===== src/rtl/pipe_scoreboard_if.sv =====
// ID-stage hazard/forwarding bundle between the decode stage and pipe_scoreboard.
// Pure wiring: the ID request and control inputs come from the master, and the stall/forward/debug results go back to it.
interface pipe_scoreboard_if #(
   parameter int NSTG = 3,
   parameter int RDYW = 2,
   parameter int CNTW = 32
);
   localparam int SELW = $clog2(NSTG + 1);

   logic            id_valid_i;
   logic            id_wen_i;
   logic [4:0]      id_rd_i;
   logic [RDYW-1:0] id_rdy_i;
   logic            id_rs1_en_i;
   logic            id_rs2_en_i;
   logic [4:0]      id_rs1_i;
   logic [4:0]      id_rs2_i;
   logic            hold_i;
   logic            flush_i;

   logic            stall_o;
   logic            bubble_o;
   logic [SELW-1:0] fwd1_sel_o;
   logic [SELW-1:0] fwd2_sel_o;
   logic [NSTG-1:0] slot_valid_o;
   logic [CNTW-1:0] cnt_hazard_o;
   logic [CNTW-1:0] cnt_hold_o;
   logic [CNTW-1:0] cnt_flush_o;

   modport master (
      output id_valid_i, id_wen_i, id_rd_i, id_rdy_i,
             id_rs1_en_i, id_rs2_en_i, id_rs1_i, id_rs2_i, hold_i, flush_i,
      input  stall_o, bubble_o, fwd1_sel_o, fwd2_sel_o, slot_valid_o,
             cnt_hazard_o, cnt_hold_o, cnt_flush_o
   );

   modport slave (
      input  id_valid_i, id_wen_i, id_rd_i, id_rdy_i,
             id_rs1_en_i, id_rs2_en_i, id_rs1_i, id_rs2_i, hold_i, flush_i,
      output stall_o, bubble_o, fwd1_sel_o, fwd2_sel_o, slot_valid_o,
             cnt_hazard_o, cnt_hold_o, cnt_flush_o
   );
endinterface


===== src/rtl/pipe_scoreboard.sv =====
// Registered scoreboard for the post-decode stages: forward selects and the ID interlock are combinational from the slots.
// Slots advance one step per cycle, and hold_i freezes them; the oldest slot drops off with no back-pressure from WB.
module pipe_scoreboard #(
   parameter int NSTG     = 3,
   parameter int RDYW     = 2,
   parameter int FLUSH_EX = 0,
   parameter int CNTW     = 32
) (
   input logic               clk,
   input logic               rst,
   pipe_scoreboard_if.slave  sb
);
   localparam int SELW = $clog2(NSTG + 1);

   typedef struct packed {
      logic            valid;
      logic            wen;
      logic [4:0]      rd;
      logic [RDYW-1:0] rdy;
   } slot_t;

   typedef struct packed {
      logic            blk;
      logic [SELW-1:0] sel;
   } fwd_t;

   slot_t [NSTG-1:0] slot_q, slot_d;
   logic [CNTW-1:0]  cnt_hazard_q, cnt_hazard_d;
   logic [CNTW-1:0]  cnt_hold_q, cnt_hold_d;
   logic [CNTW-1:0]  cnt_flush_q, cnt_flush_d;

   fwd_t            fwd1, fwd2;
   logic            hazard;
   logic            bubble;
   logic [NSTG-1:0] slot_valid;

   // Scan from the oldest slot down, so the youngest match overwrites older ones.
   function automatic fwd_t lookup(input logic en, input logic [4:0] rs,
                                   input slot_t [NSTG-1:0] s);
      fwd_t r;
      r = '0;
      for (int k = NSTG - 1; k >= 0; k--) begin
         if (en && rs != 5'd0 && s[k].valid && s[k].wen && s[k].rd == rs) begin
            r.blk = (k < int'(s[k].rdy));
            r.sel = r.blk ? '0 : SELW'(k + 1);
         end
      end
      return r;
   endfunction

   always_comb begin
      fwd1   = lookup(sb.id_rs1_en_i, sb.id_rs1_i, slot_q);
      fwd2   = lookup(sb.id_rs2_en_i, sb.id_rs2_i, slot_q);
      hazard = sb.id_valid_i & ~sb.flush_i & (fwd1.blk | fwd2.blk);
      bubble = ~sb.hold_i & (hazard | sb.flush_i | ~sb.id_valid_i);
   end

   always_comb begin
      slot_d = slot_q;
      if (!sb.hold_i) begin
         for (int k = NSTG - 1; k >= 1; k--) begin
            slot_d[k] = slot_q[k-1];
         end
         // The squashed EX instruction is the wrong-path one behind the branch.
         if (FLUSH_EX != 0 && sb.flush_i) begin
            slot_d[1] = '0;
         end
         slot_d[0] = '0;
         if (!bubble) begin
            slot_d[0].valid = 1'b1;
            slot_d[0].wen   = sb.id_wen_i;
            slot_d[0].rd    = sb.id_rd_i;
            slot_d[0].rdy   = sb.id_rdy_i;
         end
      end
   end

   always_comb begin
      cnt_hazard_d = cnt_hazard_q;
      cnt_hold_d   = cnt_hold_q;
      cnt_flush_d  = cnt_flush_q;
      if (sb.hold_i) begin
         if (cnt_hold_q != '1) cnt_hold_d = cnt_hold_q + CNTW'(1);
      end else if (sb.flush_i) begin
         if (cnt_flush_q != '1) cnt_flush_d = cnt_flush_q + CNTW'(1);
      end else if (hazard) begin
         if (cnt_hazard_q != '1) cnt_hazard_d = cnt_hazard_q + CNTW'(1);
      end
   end

   always_ff @(posedge clk or negedge rst) begin
      if (!rst) begin
         slot_q       <= '0;
         cnt_hazard_q <= '0;
         cnt_hold_q   <= '0;
         cnt_flush_q  <= '0;
      end else begin
         slot_q       <= slot_d;
         cnt_hazard_q <= cnt_hazard_d;
         cnt_hold_q   <= cnt_hold_d;
         cnt_flush_q  <= cnt_flush_d;
      end
   end

   always_comb begin
      slot_valid = '0;
      for (int k = 0; k < NSTG; k++) begin
         slot_valid[k] = slot_q[k].valid;
      end
   end

   assign sb.stall_o      = hazard | sb.hold_i;
   assign sb.bubble_o     = bubble;
   assign sb.fwd1_sel_o   = fwd1.sel;
   assign sb.fwd2_sel_o   = fwd2.sel;
   assign sb.slot_valid_o = slot_valid;
   assign sb.cnt_hazard_o = cnt_hazard_q;
   assign sb.cnt_hold_o   = cnt_hold_q;
   assign sb.cnt_flush_o  = cnt_flush_q;
endmodule


===== src/flat_wrapper.sv =====
// flat-port wrapper written by rule: the top's interface ports become plain ports
module pipe_scoreboard_flat 
#(
   parameter int NSTG     = 3,
   parameter int RDYW     = 2,
   parameter int FLUSH_EX = 0,
   parameter int CNTW     = 32
)
  (clk, rst, sb_id_valid_i, sb_id_wen_i, sb_id_rd_i, sb_id_rdy_i, sb_id_rs1_en_i, sb_id_rs2_en_i, sb_id_rs1_i, sb_id_rs2_i, sb_hold_i, sb_flush_i, sb_stall_o, sb_bubble_o, sb_fwd1_sel_o, sb_fwd2_sel_o, sb_slot_valid_o, sb_cnt_hazard_o, sb_cnt_hold_o, sb_cnt_flush_o);
  pipe_scoreboard_if #(.NSTG(NSTG), .RDYW(RDYW), .CNTW(CNTW)) sb_i ();
  input logic clk;
  input logic rst;
  input wire logic [$bits(sb_i.id_valid_i)-1:0] sb_id_valid_i;
  input wire logic [$bits(sb_i.id_wen_i)-1:0] sb_id_wen_i;
  input wire logic [$bits(sb_i.id_rd_i)-1:0] sb_id_rd_i;
  input wire logic [$bits(sb_i.id_rdy_i)-1:0] sb_id_rdy_i;
  input wire logic [$bits(sb_i.id_rs1_en_i)-1:0] sb_id_rs1_en_i;
  input wire logic [$bits(sb_i.id_rs2_en_i)-1:0] sb_id_rs2_en_i;
  input wire logic [$bits(sb_i.id_rs1_i)-1:0] sb_id_rs1_i;
  input wire logic [$bits(sb_i.id_rs2_i)-1:0] sb_id_rs2_i;
  input wire logic [$bits(sb_i.hold_i)-1:0] sb_hold_i;
  input wire logic [$bits(sb_i.flush_i)-1:0] sb_flush_i;
  output wire logic [$bits(sb_i.stall_o)-1:0] sb_stall_o;
  output wire logic [$bits(sb_i.bubble_o)-1:0] sb_bubble_o;
  output wire logic [$bits(sb_i.fwd1_sel_o)-1:0] sb_fwd1_sel_o;
  output wire logic [$bits(sb_i.fwd2_sel_o)-1:0] sb_fwd2_sel_o;
  output wire logic [$bits(sb_i.slot_valid_o)-1:0] sb_slot_valid_o;
  output wire logic [$bits(sb_i.cnt_hazard_o)-1:0] sb_cnt_hazard_o;
  output wire logic [$bits(sb_i.cnt_hold_o)-1:0] sb_cnt_hold_o;
  output wire logic [$bits(sb_i.cnt_flush_o)-1:0] sb_cnt_flush_o;
  assign sb_i.id_valid_i = sb_id_valid_i;
  assign sb_i.id_wen_i = sb_id_wen_i;
  assign sb_i.id_rd_i = sb_id_rd_i;
  assign sb_i.id_rdy_i = sb_id_rdy_i;
  assign sb_i.id_rs1_en_i = sb_id_rs1_en_i;
  assign sb_i.id_rs2_en_i = sb_id_rs2_en_i;
  assign sb_i.id_rs1_i = sb_id_rs1_i;
  assign sb_i.id_rs2_i = sb_id_rs2_i;
  assign sb_i.hold_i = sb_hold_i;
  assign sb_i.flush_i = sb_flush_i;
  assign sb_stall_o = sb_i.stall_o;
  assign sb_bubble_o = sb_i.bubble_o;
  assign sb_fwd1_sel_o = sb_i.fwd1_sel_o;
  assign sb_fwd2_sel_o = sb_i.fwd2_sel_o;
  assign sb_slot_valid_o = sb_i.slot_valid_o;
  assign sb_cnt_hazard_o = sb_i.cnt_hazard_o;
  assign sb_cnt_hold_o = sb_i.cnt_hold_o;
  assign sb_cnt_flush_o = sb_i.cnt_flush_o;
  pipe_scoreboard #(.NSTG(NSTG), .RDYW(RDYW), .FLUSH_EX(FLUSH_EX), .CNTW(CNTW)) u_core (.clk(clk), .rst(rst), .sb(sb_i));
endmodule

===== config.mk =====
export PLATFORM = sky130hd
export DESIGN_NAME = pipe_scoreboard_flat
export DESIGN_NICKNAME = d
export VERILOG_FILES = /design/src/rtl/pipe_scoreboard_if.sv /design/src/rtl/pipe_scoreboard.sv /design/src/flat_wrapper.sv
export SDC_FILE = /design/constraint.sdc
export NUM_CORES = 1
export LEC_CHECK = 0
export BUFFER_PORTS_ARGS = -buffer_cell sky130_fd_sc_hd__buf_2
export CORE_UTILIZATION = 30
export CTS_CLUSTER_SIZE = 30
export DETAILED_ROUTE_END_ITERATION = 10
export PLACE_DENSITY = 0.6
export SLEW_MARGIN = 25
export SYNTH_ARGS = -nofsm -noshare
export SYNTH_HDL_FRONTEND = slang
export SYNTH_SLANG_ARGS = --single-unit
export TNS_END_PERCENT = 100

===== constraint.sdc =====
create_clock -name clk -period 3.4 [get_ports clk]
set_clock_uncertainty 0.2 [all_clocks]
set_input_delay 0.51 -clock clk [delete_from_list [all_inputs] [get_ports clk]]
set_output_delay 0.51 -clock clk [all_outputs]
set_load 0.02 [all_outputs]

Yosys cells after proc, flatten, opt, wreduce, memory -nomap -nowiden
Cells that the tools add are included.
W data, S select, Z words.
- flip-flop bits (word level): 123
- input port bits: 25
- output and inout port bits: 105
- logic and storage cells: 75
- add/sub/neg operators: 3
- magnitude comparators: 3
- equality and inequality tests: 9
- mux-type cells: 10
- bitwise gates (word level): 10
- reductions and logical operators: 25
- operators with widths (operator ; number):
    $add A32 B1 Y32 const B ; 3
    $ne A32 B32 Y1 const B ; 3
    $eq A5 B5 Y1 ; 6
    $logic_and A1 B1 Y1 ; 20
    $mux W3 ; 6
    $reduce_bool A5 Y1 ; 2
    $mux W9 ; 1
    $lt A1 B2 Y1 const A ; 2
    $mux W2 ; 2
    $or A1 B1 Y1 ; 4
    $reduce_and A4 Y1 ; 1
    $and A1 B1 Y1 ; 3
    $not A1 Y1 ; 3
    $reduce_and A3 Y1 ; 1
    $lt A2 B2 Y1 const A ; 1
    $reduce_and A2 Y1 ; 1
    $mux W1 ; 1

Depth between registers and ports, before layout
Gate-level depths: netlist of run 1.
- depth after elaboration: 14
- gate-level depth with buffers: 10
- gate-level depth less buffers: 8

Worst setup path before layout of run 1
Ideal clock, no wire load.
- path type: input to output
- from: input sb_id_rs1_i[1]
- to: output sb_bubble_o
- data arrival time: 2466 ps
- required time: 2690 ps
- setup slack: 224 ps
- stages on the path: 6
- buffers on the path: 0
- cells stage by stage: or4_1 -> o21ai_2 -> nor3_2 -> or4_4 -> and3_1 -> a31oi_1
- cells in the longest elaborated chain, start to end: 13
- elaborated cells between the ends (all ways): 22
- classes of those cells: eq/ne: 3; mux: 3; bitwise: 5; reduce/logical: 11
- ends and longest elaborated chain (item ; RTL line ; text):
    start, declared ; flat_wrapper.sv:19 ; input wire logic [$bits(sb_i.id_rs1_i)-1:0] sb_id_rs1_i;
    $reduce_bool A5 Y1 ; pipe_scoreboard.sv:43 ; if (en && rs != 5'd0 && s[k].valid && s[k].wen && s[k].rd == rs) begin
    $logic_and A1 B1 Y1 (4 in a row) ; pipe_scoreboard.sv:43 ;
    $mux W3 (2 in a row) ; pipe_scoreboard.sv:43 ;
    $mux W3 * ; pipe_scoreboard.sv:43 ;
    $or A1 B1 Y1 * ; pipe_scoreboard.sv:54 ; hazard = sb.id_valid_i & ~sb.flush_i & (fwd1.blk | fwd2.blk);
    $and A1 B1 Y1 * ; pipe_scoreboard.sv:54 ;
    $or A1 B1 Y1 * (2 in a row) ; pipe_scoreboard.sv:55 ; bubble = ~sb.hold_i & (hazard | sb.flush_i | ~sb.id_valid_i);
    $and A1 B1 Y1 * ; pipe_scoreboard.sv:55 ;
    end, declared ; flat_wrapper.sv:24 ; output wire logic [$bits(sb_i.bubble_o)-1:0] sb_bubble_o;
Mark *: on every way between the ends. The rest lies on a longest branch, timed or not.

Final worst setup path of run 1
- from: register u_core.slot_q[21] (netlist bit)
- to: output sb_stall_o
- cells in the longest elaborated chain, start to end: 8
- elaborated cells between the ends (all ways): 13
- classes of those cells: eq/ne: 2; mux: 6; bitwise: 3; reduce/logical: 2
- ends and longest elaborated chain (item ; RTL line ; text):
    start, declared ; pipe_scoreboard.sv:27 ; slot_t [NSTG-1:0] slot_q, slot_d;
    start signal, assigned ; pipe_scoreboard.sv:98 ; slot_q <= slot_d;
    $eq A5 B5 Y1 ; pipe_scoreboard.sv:43 ;
    $logic_and A1 B1 Y1 ; pipe_scoreboard.sv:43 ;
    $mux W3 (3 in a row) ; pipe_scoreboard.sv:43 ;
    $or A1 B1 Y1 * ; pipe_scoreboard.sv:54 ;
    $and A1 B1 Y1 * ; pipe_scoreboard.sv:54 ;
    $or A1 B1 Y1 * ; pipe_scoreboard.sv:112 ; assign sb.stall_o = hazard | sb.hold_i;
    end, declared ; flat_wrapper.sv:23 ; output wire logic [$bits(sb_i.stall_o)-1:0] sb_stall_o;
Marks and branches as above.

==> results of run 1 <==
==> synthesized netlist by cell type, types with 2 or more instances <==
library cell	count
a21oi_1	2
a22o_1	8
a31oi_1	3
and2_1	6
and3_1	27
and4_1	8
buf_2	3
buf_4	3
buf_6	3
clkbuf_1	8
dfrtp_1	123
ha_1	3
inv_1	10
mux2_2	21
mux2i_1	2
nand2_1	44
nand2b_1	3
nand3_1	39
nand4_1	35
nor2_1	30
nor3_1	14
nor4_1	8
o21ai_0	3
or2_2	2
or4_1	3
xnor2_1	95
xor2_1	26
==> per-layer routing <==
metal  vias to the layer above  track usage
met5                         -            0
met4                         0      0.04871
met3                        12      0.03722
met2                        99       0.2267
met1                      2252       0.1938
li1                       2213            -
==> flip-flops by register name (all words and copies together), names as in the netlist <==
register                flops
u_core.slot_q              24
u_core.sb.cnt_flush_o      32
u_core.sb.cnt_hazard_o     32
u_core.sb.slot_valid_o      3
u_core.sb.cnt_hold_o       32
==> power by group <==
group	internal, mW	switching [mW]
sequential	1.56	0.123
combinational	0.193	0.269
clock	1.03	0.691
total	2.78	1.08
==> worst register-to-register path: cells and delay by family (launching register included) <==
family,cells,cell delay (ns)
DFF,1,0.41
buffers and inverters,1,0.21
and+or+nand+nor,3,1.09
xor gates and xnor gates,1,0.18
muxes,1,0.37
AOI/OAI and AO/OA,1,0.22
==> stage by stage <==
stage	setup TNS [ns]	instance area, um2
floorplan	0	5987
global placement	0	6950
detailed placement	0	6950
CTS	0	7523
global route	-0.002488	7542
finish	0	7542
==> final cells by class <==
| class | instances | area, um2 |
|---|---|---|
| Tap cell | 265 | 331.6 |
| Timing Repair Buffer | 138 | 745.7 |
| Clock buffer | 19 | 442.9 |
| Multi-Input combinational cell | 400 | 2786 |
| Fill cell | 1996 | 11980 |
| Clock inverter | 13 | 120.1 |
| Sequential cell | 123 | 3078 |
| Inverter | 10 | 37.54 |
==> worst min-delay path by stage <==
stage	endpoint	slack, ns	from
2_1_floorplan	u_core.sb.cnt_flush_o[0]	0.01	rst
3_3_place_gp	u_core.sb.cnt_hazard_o[15]	0.22	rst
3_5_place_dp	u_core.sb.cnt_hazard_o[15]	0.22	rst
4_1_cts	u_core.slot_q[6]	0.09	sb_id_rd_i[4]
5_1_grt	u_core.slot_q[6]	0.10	sb_id_rd_i[4]
6_report	u_core.slot_q[3]	0.12	sb_id_rd_i[1]
==> kinds of logic after synthesis <==
kind of cell	after synthesis
xor gates and xnor gates	121
buffers and inverters	27
AOI/OAI and AO/OA	26
and+or+nand+nor	227
adders and majority gates	3
DFF	123
muxes	23
==> timing repair <==
item                                   4_1_cts  5_1_grt
hold buffers                                 1        0
endpoints found under the hold margin       19        0
setup buffers                                0        0
setup endpoints to repair                    0        2
gates resized for setup                      0        4
==> run_results.csv, run 1 <==
group,metric,value,unit
synthesis,synthArstFlopShare,1.000,
floorplan,start_util,0.3066,
synthesis,synth_cells,550,
grt,grt_max_degree,61,
cts,cts_tree,"done",
synthesis,syn_avg_cell_area,10.89,um2
critical_path,cp_slowest_stage_delay,0.53,ns
cts,clkLatencyLatePin,0.42,ns
route,drt_iter0_drc,155,
floorplan,die_w,143.3,um
floorplan,num_rows,51,
critical_path,cpLargestDelayFamily,"simple AND/OR/NAND/NOR gates",
critical_path,cp_max_fo,3,
cts,clockBufferDepth,2,
sta,worst_slack,0.1193,ns
route,drc_errors,0,
route,wirelength,13990,um
critical_path,crit_cells,7,
critical_path,cp-end-kind,"output port",
critical_path,cp_data_required_time,2.69,ns
critical_path,crit_path_frequent_cell,"or4_4",
critical_path,worstPathArrival,2.57,ns
synthesis,synth_xor_area_frac,0.1770,
sta,tightestPinTransition,0.5881,ns
place,dp_hpwl,9993,um
synthesis,synth_top_area_frac,0.5141,
final_layout,fin_cells,968,
route,viasPerCell,4.727,
final_layout,drive_gt1_frac,0.2845,
synthesis,yosys_warnings,0,
route,wl_met2,6668,um
floorplan,ios,130,
synthesis,ys_ff_latch,123,
cts,clkSlewWorstSetupHoldPaths,0.06,ns
cts,h-tree-depth,4,
grt,grt_pass1_wl,22900,um
pwr,p_leak,3.614,nW
synthesis,synth_top_family_by_area,"simple AND/OR/NAND/NOR gates",
floorplan,dieArea,20520,um2
sta,hold_viol,0,
grt,grt_usage,0.1448,
pwr,finalPower,3.868,mW
critical_path,r2r_setup_slack,0.61,ns
place,gp_congestion,0.8325,
critical_path,crit_buf_inv,1,
sta,slew-limit-headroom,0.5978,
critical_path,path_class,"reg2out",
sta,max_freq,304.8,MHz
route,antenna_left,0,
sta,period_minus_slack,3.281,ns
route,first_pass_iters,4,
floorplan,core-area,19530,um2
final_layout,fin_nets,718,
synthesis,yosys.area_share.simple,0.2017,
final_layout,final_cell_mix,"buf_2, dfrtp_1, xnor2_1",
hold_path,worstHoldPathCells,2,
route,avgRoutedWirePerCell,14.46,um
route,wl_met1,6530,um
final_layout,final_common_cell,"buf_2",
final_layout,antennaDiodeCount,0,
hold_path,hold_class,"in2reg",
pwr,ir_drop,0.0003208,V
critical_path,critPathLaunchType,"flip-flop",
place,dp_slack,0.1057,ns
synthesis,syn_area,5987,um2
pwr,p_per_area,512.8,nW/um2
critical_path,cp_cell_sequence,"xnor2_1 > nand4_1 > or4_4 > or4_4 > and3_4 > o21bai_1 > buf_2",
place,portBuffers,129,
critical_path,r2r_start,"u_core.slot_q[21]",
synthesis,yosysUniqueCellTypes,45,
critical_path,r2r_cells,7,
flow_run,maxCapViolCount,0,
route,wl_met3,630,um
status,status,"finished clean",
sta,finalSetupViolCount,0,
synthesis,muxShareOfSynthArea,0.04284,
critical_path,cp_slowest_cell,"or4_4",
synthesis,synth_area_leaders,"dfrtp_1, xnor2_1, mux2_2",
grt,antenna_found_initial,0,
place,dp_cells,935,
cts,cts.sinks,123,
synthesis,synth-edff-count,0,
cts,cts-root-buf,"clkbuf_16",
grt,grt-ovfl-total,0,
synthesis,synth_compound_area_frac,0.03490,
sta,slew_violations,0,
grt,grt_pass1_vias,4388,
synthesis,synth-main-ff-cell,"dfrtp_1",
critical_path,crit_start,"u_core.slot_q[21]",
floorplan,dieHeight,143.3,um
cts,cts_made_buffers,17,
critical_path,reg2reg_to,"u_core.sb.cnt_hazard_o[1]",
route,routed-via-count,4576,
sta,hold_slack,0.1150,ns
critical_path,endpoint,"sb_stall_o",
synthesis,syn_nets,578,
synthesis,ys_seq_area_frac,0.5141,
sta,fin_crit_sh,0.9649,
final_layout,fin_util,0.3863,
synthesis,synth_adder_area_share,0.006270,
final_layout,syn_to_final_growth,25.98,%
route,routed.top_layer,"met4",
synthesis,synth_top_area_cell,"dfrtp_1",
Note: power is estimated with default switching activity, not from simulation.
==> run 2: changes to the inputs <==
ABC_AREA = 1   (was default)
PLACE_DENSITY = 0.59   (was 0.6)
SLEW_MARGIN = 20   (was 25)
==> run_results.csv, run 2 <==
group,metric,value,unit
status,status,"finished with violations",
status,violations,"negative hold slack",
final_layout,final_cell_mix,"nand2_1, buf_2, dfrtp_1",
synthesis,ys_ff_latch,123,
synthesis,synth_area_leaders,"dfrtp_1, nand2_1, xor2_1",
synthesis,synth_cells,1025,
hold_path,hold_class,"in2async",
critical_path,r2r_start,"u_core.sb.cnt_hazard_o[0]",
cts,h-tree-depth,4,
critical_path,cp_slowest_cell,"dfrtp_1",
cts,clkLatencyLatePin,0.43,ns
critical_path,cp-end-kind,"output port",
synthesis,synthArstFlopShare,1.000,
synthesis,syn_nets,1053,
pwr,p_leak,4.598,nW
floorplan,dieHeight,159.8,um
critical_path,worstPathArrival,2.28,ns
floorplan,num_rows,57,
grt,grt_max_degree,61,
route,viasPerCell,4.731,
synthesis,syn_area,7470,um2
sta,hold_slack,-0.01698,ns
floorplan,start_util,0.3062,
synthesis,ys_seq_area_frac,0.4121,
cts,cts_made_buffers,17,
critical_path,cp_cell_sequence,"inv_1 > nor2_1 > nor2_1 > nand2_1 > nor2_1 > nand2_1 > nand2_1 > nand2_1 > nand2_1 > nand2_1 > nand2_4 > o21ai_0 > inv_1 > buf_2",
cts,cts_setup_buffers,0,
critical_path,cp_max_fo,15,
route,wirelength,21480,um
cts,clkSlewWorstSetupHoldPaths,0.06,ns
synthesis,synth_top_area_frac,0.4121,
grt,grt_pass1_vias,7030,
final_layout,final_common_cell,"nand2_1",
cts,cts-root-buf,"clkbuf_16",
pwr,ir_drop,0.0002969,V
critical_path,reg2reg_to,"u_core.sb.cnt_hazard_o[19]",
final_layout,drive_gt1_frac,0.1651,
sta,rsz0062_at_grt,"no",
cts,cts_hold_repair.buffers,0,
route,avgRoutedWirePerCell,14.39,um
cts,cts_tree,"done",
sta,period_minus_slack,2.987,ns
critical_path,critPathLaunchType,"flip-flop",
synthesis,yosys.area_share.simple,0.3767,
sta,tightestPinTransition,0.8129,ns
floorplan,core-area,24390,um2
critical_path,cp_data_required_time,2.69,ns
critical_path,r2r_setup_slack,0.82,ns
sta,slew_violations,0,
route,wl_met3,785,um
sta,worst_slack,0.4134,ns
floorplan,dieArea,25530,um2
route,antenna_left,0,
final_layout,antennaDiodeCount,0,
synthesis,synth_compound_area_frac,0.02529,
pwr,finalPower,4.152,mW
flow_run,maxCapViolCount,0,
synthesis,yosys_warnings,0,
synthesis,synth-edff-count,0,
place,dp_hpwl,16250,um
sta,hold_viol,24,
critical_path,cp_slowest_stage_delay,0.38,ns
sta,fin_crit_sh,0.8784,
final_layout,fin_util,0.3702,
synthesis,synth_adder_area_share,0.005025,
synthesis,synth_top_family_by_area,"simple AND/OR/NAND/NOR gates",
synthesis,synth_most_common_cell,"nand2_1",
synthesis,synth-main-ff-cell,"dfrtp_1",
grt,grt-ovfl-total,0,
floorplan,ios,130,
critical_path,crit_start,"u_core.slot_q[2]",
synthesis,muxShareOfSynthArea,0,
synthesis,yosysUniqueCellTypes,30,
synthesis,synth_xor_area_frac,0.1114,
place,portBuffers,129,
synthesis,synth_top_area_cell,"dfrtp_1",
route,drt_iter0_drc,405,
cts,clockBufferDepth,2,
grt,grt_usage,0.1752,
final_layout,syn_to_final_growth,20.89,%
grt,grt_pass1_wl,35940,um
pwr,p_per_area,459.8,nW/um2
synthesis,synth_common_cells,"nand2_1, dfrtp_1, nor2_1, inv_1, xor2_1",
route,drc_errors,0,
sta,slew-limit-headroom,0.4581,
synthesis,syn_avg_cell_area,7.287,um2
route,routed-via-count,7064,
cts,cts.sinks,123,
sta,max_freq,334.8,MHz
place,gp_congestion,0.9090,
route,wl_met1,10210,um
floorplan,die_w,159.8,um
route,wl_met2,10210,um
critical_path,r2r_cells,12,
route,routed.top_layer,"met4",
sta,finalSetupViolCount,0,
route,first_pass_iters,7,
place,dp_slack,0.6050,ns
grt,antenna_found_initial,0,
critical_path,crit_path_frequent_cell,"nand2_1",
sta,setup_tns,0,ns
critical_path,path_class,"reg2out",
cts,ctsResizeCount,0,
final_layout,fin_nets,1184,
==> run 2: cell count changes after synthesis, moves of 21 or more <==
cell / before / now
nand2_1: 44 / 359
inv_1: 10 / 85
xnor2_1: 95 / 26
nor2_1: 30 / 95
xor2_1: 26 / 69
nor3_1: 14 / 49
and3_1: 27 / 0
nand4_1: 35 / 62
mux2_2: 21 / 0
o21ai_0: 3 / 24
==> run 2: routing by layer <==
metal | GRT usage | vias up
li1 | - | 3575
met1 | 0.2297 | 3324
met2 | 0.2906 | 140
met3 | 0.03662 | 25
met4 | 0.05022 | 0
met5 | 0 | -
==> run 2: critical path: cells and delay by family (launching register included) <==
family                 cells  cell delay, ns
and+or+nand+nor           10            1.00
DFF                        1            0.38
buffers and inverters      3            0.37
AOI/OAI and AO/OA          1            0.11
==> run 2: metrics by stage <==
stage / area (um2) / cells
CTS: 9030 / 1493
floorplan: 7470 / 1025
finish: 9030 / 1493
global placement: 8441 / 1461
global route: 9030 / 1493
detailed placement: 8441 / 1461
==> run 2: worst max-delay path by stage <==
stage                  end  slack, ns  depth (start not counted)
2_1_floorplan   sb_stall_o       0.98                         11
3_3_place_gp   sb_bubble_o       0.64                         12
3_5_place_dp   sb_bubble_o       0.60                          9
4_1_cts        sb_bubble_o       0.37                         11
5_1_grt        sb_bubble_o        0.1                         14
6_report       sb_bubble_o       0.41                         14
==> run 2: cell families after synthesis <==
| group | count (synthesis) |
|---|---|
| flip-flops | 123 |
| buffers and inverters | 122 |
| adder cells (fa/ha/maj) | 3 |
| AND/OR/NAND/NOR | 645 |
| XOR/XNOR | 95 |
| AO/OA/AOI/OAI | 37 |
==> run 2: area by class of cell <==
type	count	area [um2]
repair buffers	137	720.7
inverters	97	364.1
fillers	2635	15360
clock buffers	17	425.4
multi-input cells	780	3872
clock inverters	15	163.9
well taps	324	405.4
flip-flops and latches	123	3078
==> run 2: where the power goes <==
part	switching, mW	internal (mW)
Sequential	0.136	1.57
Combinational	0.414	0.192
Clock	0.746	1.09
